--- src/rtl/alu_share_arbiter.sv ---
// Round-robin front end that lets two requesters share one external ALU:
// operand register in front of the ALU, held response register behind it.
module alu_share_arbiter #(
  parameter int XLEN = 32
) (
  input  logic              clk,
  input  logic              rst_n,
  input  logic [1:0]        req_valid,
  output logic [1:0]        req_ready,
  input  logic [13:0]       req_funct7,
  input  logic [5:0]        req_funct3,
  input  logic [2*XLEN-1:0] req_a,
  input  logic [2*XLEN-1:0] req_b,
  output logic [1:0]        rsp_valid,
  input  logic [1:0]        rsp_ready,
  output logic [XLEN-1:0]   rsp_result,
  output logic [3:0]        rsp_flags,
  output logic [6:0]        alu_funct7,
  output logic [2:0]        alu_funct3,
  output logic [XLEN-1:0]   alu_a,
  output logic [XLEN-1:0]   alu_b,
  input  logic [XLEN-1:0]   alu_result,
  input  logic [3:0]        alu_flags
);

  typedef enum logic [1:0] {
    IDLE = 2'd0,
    EXEC = 2'd1,
    RESP = 2'd2
  } state_t;

  state_t            state_r;
  state_t            state_next_s;
  logic              prio_r;
  logic              op_id_r;
  logic [6:0]        op_f7_r;
  logic [2:0]        op_f3_r;
  logic [XLEN-1:0]   op_a_r;
  logic [XLEN-1:0]   op_b_r;
  logic [XLEN-1:0]   rsp_result_r;
  logic [3:0]        rsp_flags_r;

  logic              rsp_hs_s;
  logic              window_s;
  logic              grant_s;
  logic              grant_id_s;

  // Response handshake, accept window and round-robin winner selection
  always_comb begin
    rsp_hs_s   = (state_r == RESP) && (op_id_r ? rsp_ready[1] : rsp_ready[0]);
    window_s   = rst_n && ((state_r == IDLE) || rsp_hs_s);
    grant_s    = window_s && (req_valid != 2'b00);
    grant_id_s = 1'b0;
    if (req_valid == 2'b11) begin
      grant_id_s = prio_r;
    end else begin
      grant_id_s = req_valid[1];
    end
  end

  // State register
  always_ff @(posedge clk) begin
    if (!rst_n) begin
      state_r <= IDLE;
    end else begin
      state_r <= state_next_s;
    end
  end

  // Next-state logic
  always_comb begin
    state_next_s = state_r;
    case (state_r)
      IDLE: begin
        if (grant_s) begin
          state_next_s = EXEC;
        end else begin
          state_next_s = IDLE;
        end
      end
      EXEC: state_next_s = RESP;
      RESP: begin
        if (rsp_hs_s) begin
          state_next_s = grant_s ? EXEC : IDLE;
        end else begin
          state_next_s = RESP;
        end
      end
      default: state_next_s = IDLE;
    endcase
  end

  // Handshake outputs decoded from state, owner and current grant
  always_comb begin
    req_ready = 2'b00;
    rsp_valid = 2'b00;
    if (grant_s) begin
      req_ready = grant_id_s ? 2'b10 : 2'b01;
    end else begin
      req_ready = 2'b00;
    end
    if (rst_n && (state_r == RESP)) begin
      rsp_valid = op_id_r ? 2'b10 : 2'b01;
    end else begin
      rsp_valid = 2'b00;
    end
  end

  // Operand latch on accept, priority rotation and response capture after EXEC
  always_ff @(posedge clk) begin
    if (!rst_n) begin
      prio_r       <= 1'b0;
      op_id_r      <= 1'b0;
      op_f7_r      <= 7'd0;
      op_f3_r      <= 3'd0;
      op_a_r       <= {XLEN{1'b0}};
      op_b_r       <= {XLEN{1'b0}};
      rsp_result_r <= {XLEN{1'b0}};
      rsp_flags_r  <= 4'd0;
    end else begin
      if (grant_s) begin
        prio_r  <= ~grant_id_s;
        op_id_r <= grant_id_s;
        op_f7_r <= grant_id_s ? req_funct7[13:7] : req_funct7[6:0];
        op_f3_r <= grant_id_s ? req_funct3[5:3]  : req_funct3[2:0];
        op_a_r  <= grant_id_s ? req_a[2*XLEN-1:XLEN] : req_a[XLEN-1:0];
        op_b_r  <= grant_id_s ? req_b[2*XLEN-1:XLEN] : req_b[XLEN-1:0];
      end
      if (state_r == EXEC) begin
        rsp_result_r <= alu_result;
        rsp_flags_r  <= alu_flags;
      end
    end
  end

  assign alu_funct7 = op_f7_r;
  assign alu_funct3 = op_f3_r;
  assign alu_a      = op_a_r;
  assign alu_b      = op_b_r;
  assign rsp_result = rsp_result_r;
  assign rsp_flags  = rsp_flags_r;

endmodule

--- config.mk ---
export PLATFORM = sky130hd
export DESIGN_NAME = alu_share_arbiter
export DESIGN_NICKNAME = d
export VERILOG_FILES = /design/src/rtl/alu_share_arbiter.sv
export SDC_FILE = /design/constraint.sdc
export NUM_CORES = 1
export LEC_CHECK = 0
export CORE_AREA = 2 2 119 121
export DETAILED_ROUTE_END_ITERATION = 8
export DIE_AREA = 0 0 121 123
export PLACE_DENSITY = 0.76
export SLEW_MARGIN = 20
export SYNTH_ARGS = -nofsm -noshare
export SYNTH_HDL_FRONTEND = slang
export SYNTH_SLANG_ARGS = --single-unit
export TNS_END_PERCENT = 30
--- constraint.sdc ---
create_clock -name clk -period 1.9 [get_ports clk]
set_clock_uncertainty 0.05 [all_clocks]
set_input_delay 0.285 -clock clk [delete_from_list [all_inputs] [get_ports clk]]
set_output_delay 0.285 -clock clk [all_outputs]
set_load 0.01 [all_outputs]
==> impl_metrics.csv <==
group,metric,value,unit
critical_path,cp_slowest_cell,"dfxtp_2",
critical_path,crit_fanout,3,
global_route,globalRouteOverflowTotal,0,
synthesis,synth.distinct_cells,23,
floorplanning,die_h,123,µm
power,power.total,7.36,mW
sta,fin_crit,1920,ps
sta,setup_violations,2,
synthesis,synth_most_common_cell,"dfxtp_1",
power,switching_share,0.247,
critical_path,worstPathCellList,"mux2i_1 -> nand2_1 -> o211ai_4 -> buf_4 -> nor2_1 -> buf_2",
placement,gp_congestion,0.832,
clocking,clkTransAtPathRegs,50,ps
clocking,cts_root_buf,"clkbuf_16",
power,pwr-share-seq,0.369,
clocking,cts_hold_buf,0,
detailed_routing,drc,0,
detailed_routing,drtIter0Drc,183,
run,max_cap_viol_count,0,
finish,area_growth,83.3,%
critical_path,critPathBufInv,2,
power,peakVddDrop,0.000512,V
floorplanning,design.core.area,0.0136,mm²
power,intPower,5.55,mW
global_route,grt_max_degree,96,
sta,tightest_slew,669,ps
hold_path,hp-class,"in -> reg",
synthesis,ys_ff_latch,114,
clocking,cts.sinks,114,
synthesis,syn_avg_cell_area,8.98,µm²
clocking,tritoncts,"built",
sta,tns,-25.5,ps
detailed_routing,dr.pass1.iters,4,
finish,final_nets,994,
synthesis,yosysSeqAreaShare,0.501,
critical_path,cp.required,1560,ps
power,net-switching-power,1.82,mW
sta,finalCritPeriodShare,1.01,
sta,max_slew_margin,0.554,
synthesis,synth-main-ff-cell,"dfxtp_1",
placement,io_buffers,303,
floorplanning,die_w,121,µm
floorplanning,start_util,0.335,
finish,fillers,1111,
sta,whs,380,ps
critical_path,critPathMaxStageDelay,350,ps
clocking,clkLatencyLatePin,400,ps
critical_path,critPathTopFamily,"flip-flops",
synthesis,synth_common_cells,"114 x dfxtp_1, 110 x a21oi_1, 75 x mux2i_1, 74 x nand2_1, 60 x o21ai_0",
sta,rsz0062_at_grt,"yes",
global_route,grt_pass1_wl,22900,µm
power,leakage,3.43,nW
finish,antenna_cells,0,
synthesis,ys_warn_count,0,
power,power.density,881,mW/mm²
sta,timing.final.ws_setup,-17.4,ps
global_route,first_global_vias,4594,
synthesis,synthTopCellsByArea,"dfxtp_1 50%, mux2i_1 16%, a21oi_1 12%, o21ai_0 6.6%, nand2_1 6.1%",
sta,final_max_slew_viol_count,0,
floorplanning,design.die.area,0.0149,mm²
critical_path,cp.arrival,1580,ps
detailed_routing,routed_wl,15000,µm
clocking,numCtsBuffers,17,
floorplanning,fp-row-count,43,
detailed_routing,via_per_inst,4.81,
clocking,htreeDepth,4,
power,combinationalPowerShare,0.212,
critical_path,endpoint_kind,"primary output",
detailed_routing,avgRoutedWirePerCell,15.1,µm
global_route,antenna_found_initial,0,
outcome,status,"finished with violations",
synthesis,async_reset_ff_frac,0,
synthesis,netlist_area,0.00456,mm²
power,p_clk_frac,0.419,
finish,final_layout_size_suffix_gt1_frac,0.0724,
synthesis,yosys.area.top_type,"dfxtp_1",
placement,preCtsSetupSlack,-327,ps
synthesis,synth.net_count,698,
synthesis,synth_edf_count,0,
detailed_routing,via_count,4782,
detailed_routing,ant_nets,0,
synthesis,synthCells,508,
critical_path,critPathKind,"reg -> out",
global_route,grt_usage,0.195,
placement,dpl.hpwl,11000,µm
critical_path,start_kind,"register",
floorplanning,io_pins,304,
synthesis,synth_top_area_share,0.501,
sta,fmax,0.522,GHz
sta,finalHoldViolCount,0,
clocking,cts_buffer_depth,2,
outcome,violations,"negative setup slack",
## layout by cell type (no fill, tap or decap), types with 3 or more instances in the layout
cell / Yosys / layout
nor2_1: 4 / 3
nand2_1: 74 / 74
buf_12: 0 / 3
bufinv_16: 0 / 3
clkbuf_16: 0 / 17
clkdlybuf4s50_1: 0 / 298
dfxtp_1: 114 / 113
a21oi_1: 110 / 110
o21ai_0: 60 / 59
o21ai_1: 15 / 16
buf_4: 4 / 15
mux2i_1: 75 / 75
clkinv_2: 0 / 8
## sequential cells by signal, indices dropped and copies added (netlist names)
signal / count
rsp_flags: 4
rsp_result: 32
alu_a: 32
alu_funct7: 7
alu_b: 32
prio_r: 1
op_id_r: 1
alu_funct3: 3
state_r: 2
## cells by family (layout without fill, tap and decap cells)
group / count (synthesis) / in the layout / synth area share
compound gates: 189 / 189 / 0.211
flops: 114 / 114 / 0.501
simple gates: 83 / 83 / 0.0714
mux: 75 / 75 / 0.165
buf+inv: 47 / 354 / 0.0521
## power by group through the flow
stage	registers, mW	clock network [mW]	logic [mW]
2_1_floorplan	2.84	0	0.532
6_report	2.71	3.09	1.56
3_5_place_dp	2.76	0	1.56
3_3_place_gp	2.75	0	1.53
4_1_cts	2.71	3.16	1.57
5_1_grt	2.74	3.27	1.69
## metal layers
layer | track usage | share of wire | vias up
li1 | - | - | 2373
met1 | 0.210 | 0.38 | 2176
met2 | 0.347 | 0.51 | 214
met3 | 0.0761 | 0.10 | 19
met4 | 0.0719 | 0.016 | 0
met5 | 0 | 0 | -
## stage by stage
stage	utilization	cell area, µm²	std cells
after global routing	0.614	8360	995
after detailed placement	0.570	7760	964
after CTS	0.612	8330	994
final	0.614	8360	995
after floorplan	-	4560	508
after global placement	0.570	7760	964
## area by class of cell
| class | count | area, µm² | share of cell area |
|---|---|---|---|
| clock buffer | 17 | 425 | 0.0509 |
| clock inverter | 13 | 145 | 0.0174 |
| inverter | 3 | 13.8 | 0.00165 |
| multi-input combinational | 347 | 2070 | 0.248 |
| sequential | 114 | 2280 | 0.273 |
| tap | 180 | 225 | 0.0270 |
| timing repair buffer | 321 | 3190 | 0.382 |
## what timing repair did
action	CTS	global route
pin swaps	2	1
setup buffers	0	1
gates resized for setup	10	8
setup endpoints to repair	4	3
## worst reg2reg max path, stage by stage, from the launching register on
cell and delay (ps):
dfxtp_2 350, mux2i_1 230, nand2_1 150, o211ai_4 140, inv_4 50, buf_4 150, buf_12 200, o21ai_0 260
a21oi_1 70
## final timing paths
path	startpoint	end	slack, ps	cells past startpoint
max	op_id_r	req_ready[1]	-20	6
min reg2reg	rsp_result[10]	rsp_result[10]	400	2
min	alu_result[30]	rsp_result[30]	380	3
max reg2reg	op_id_r	alu_funct7[3]	130	8
Note: power is estimated with default switching activity, not from simulation.
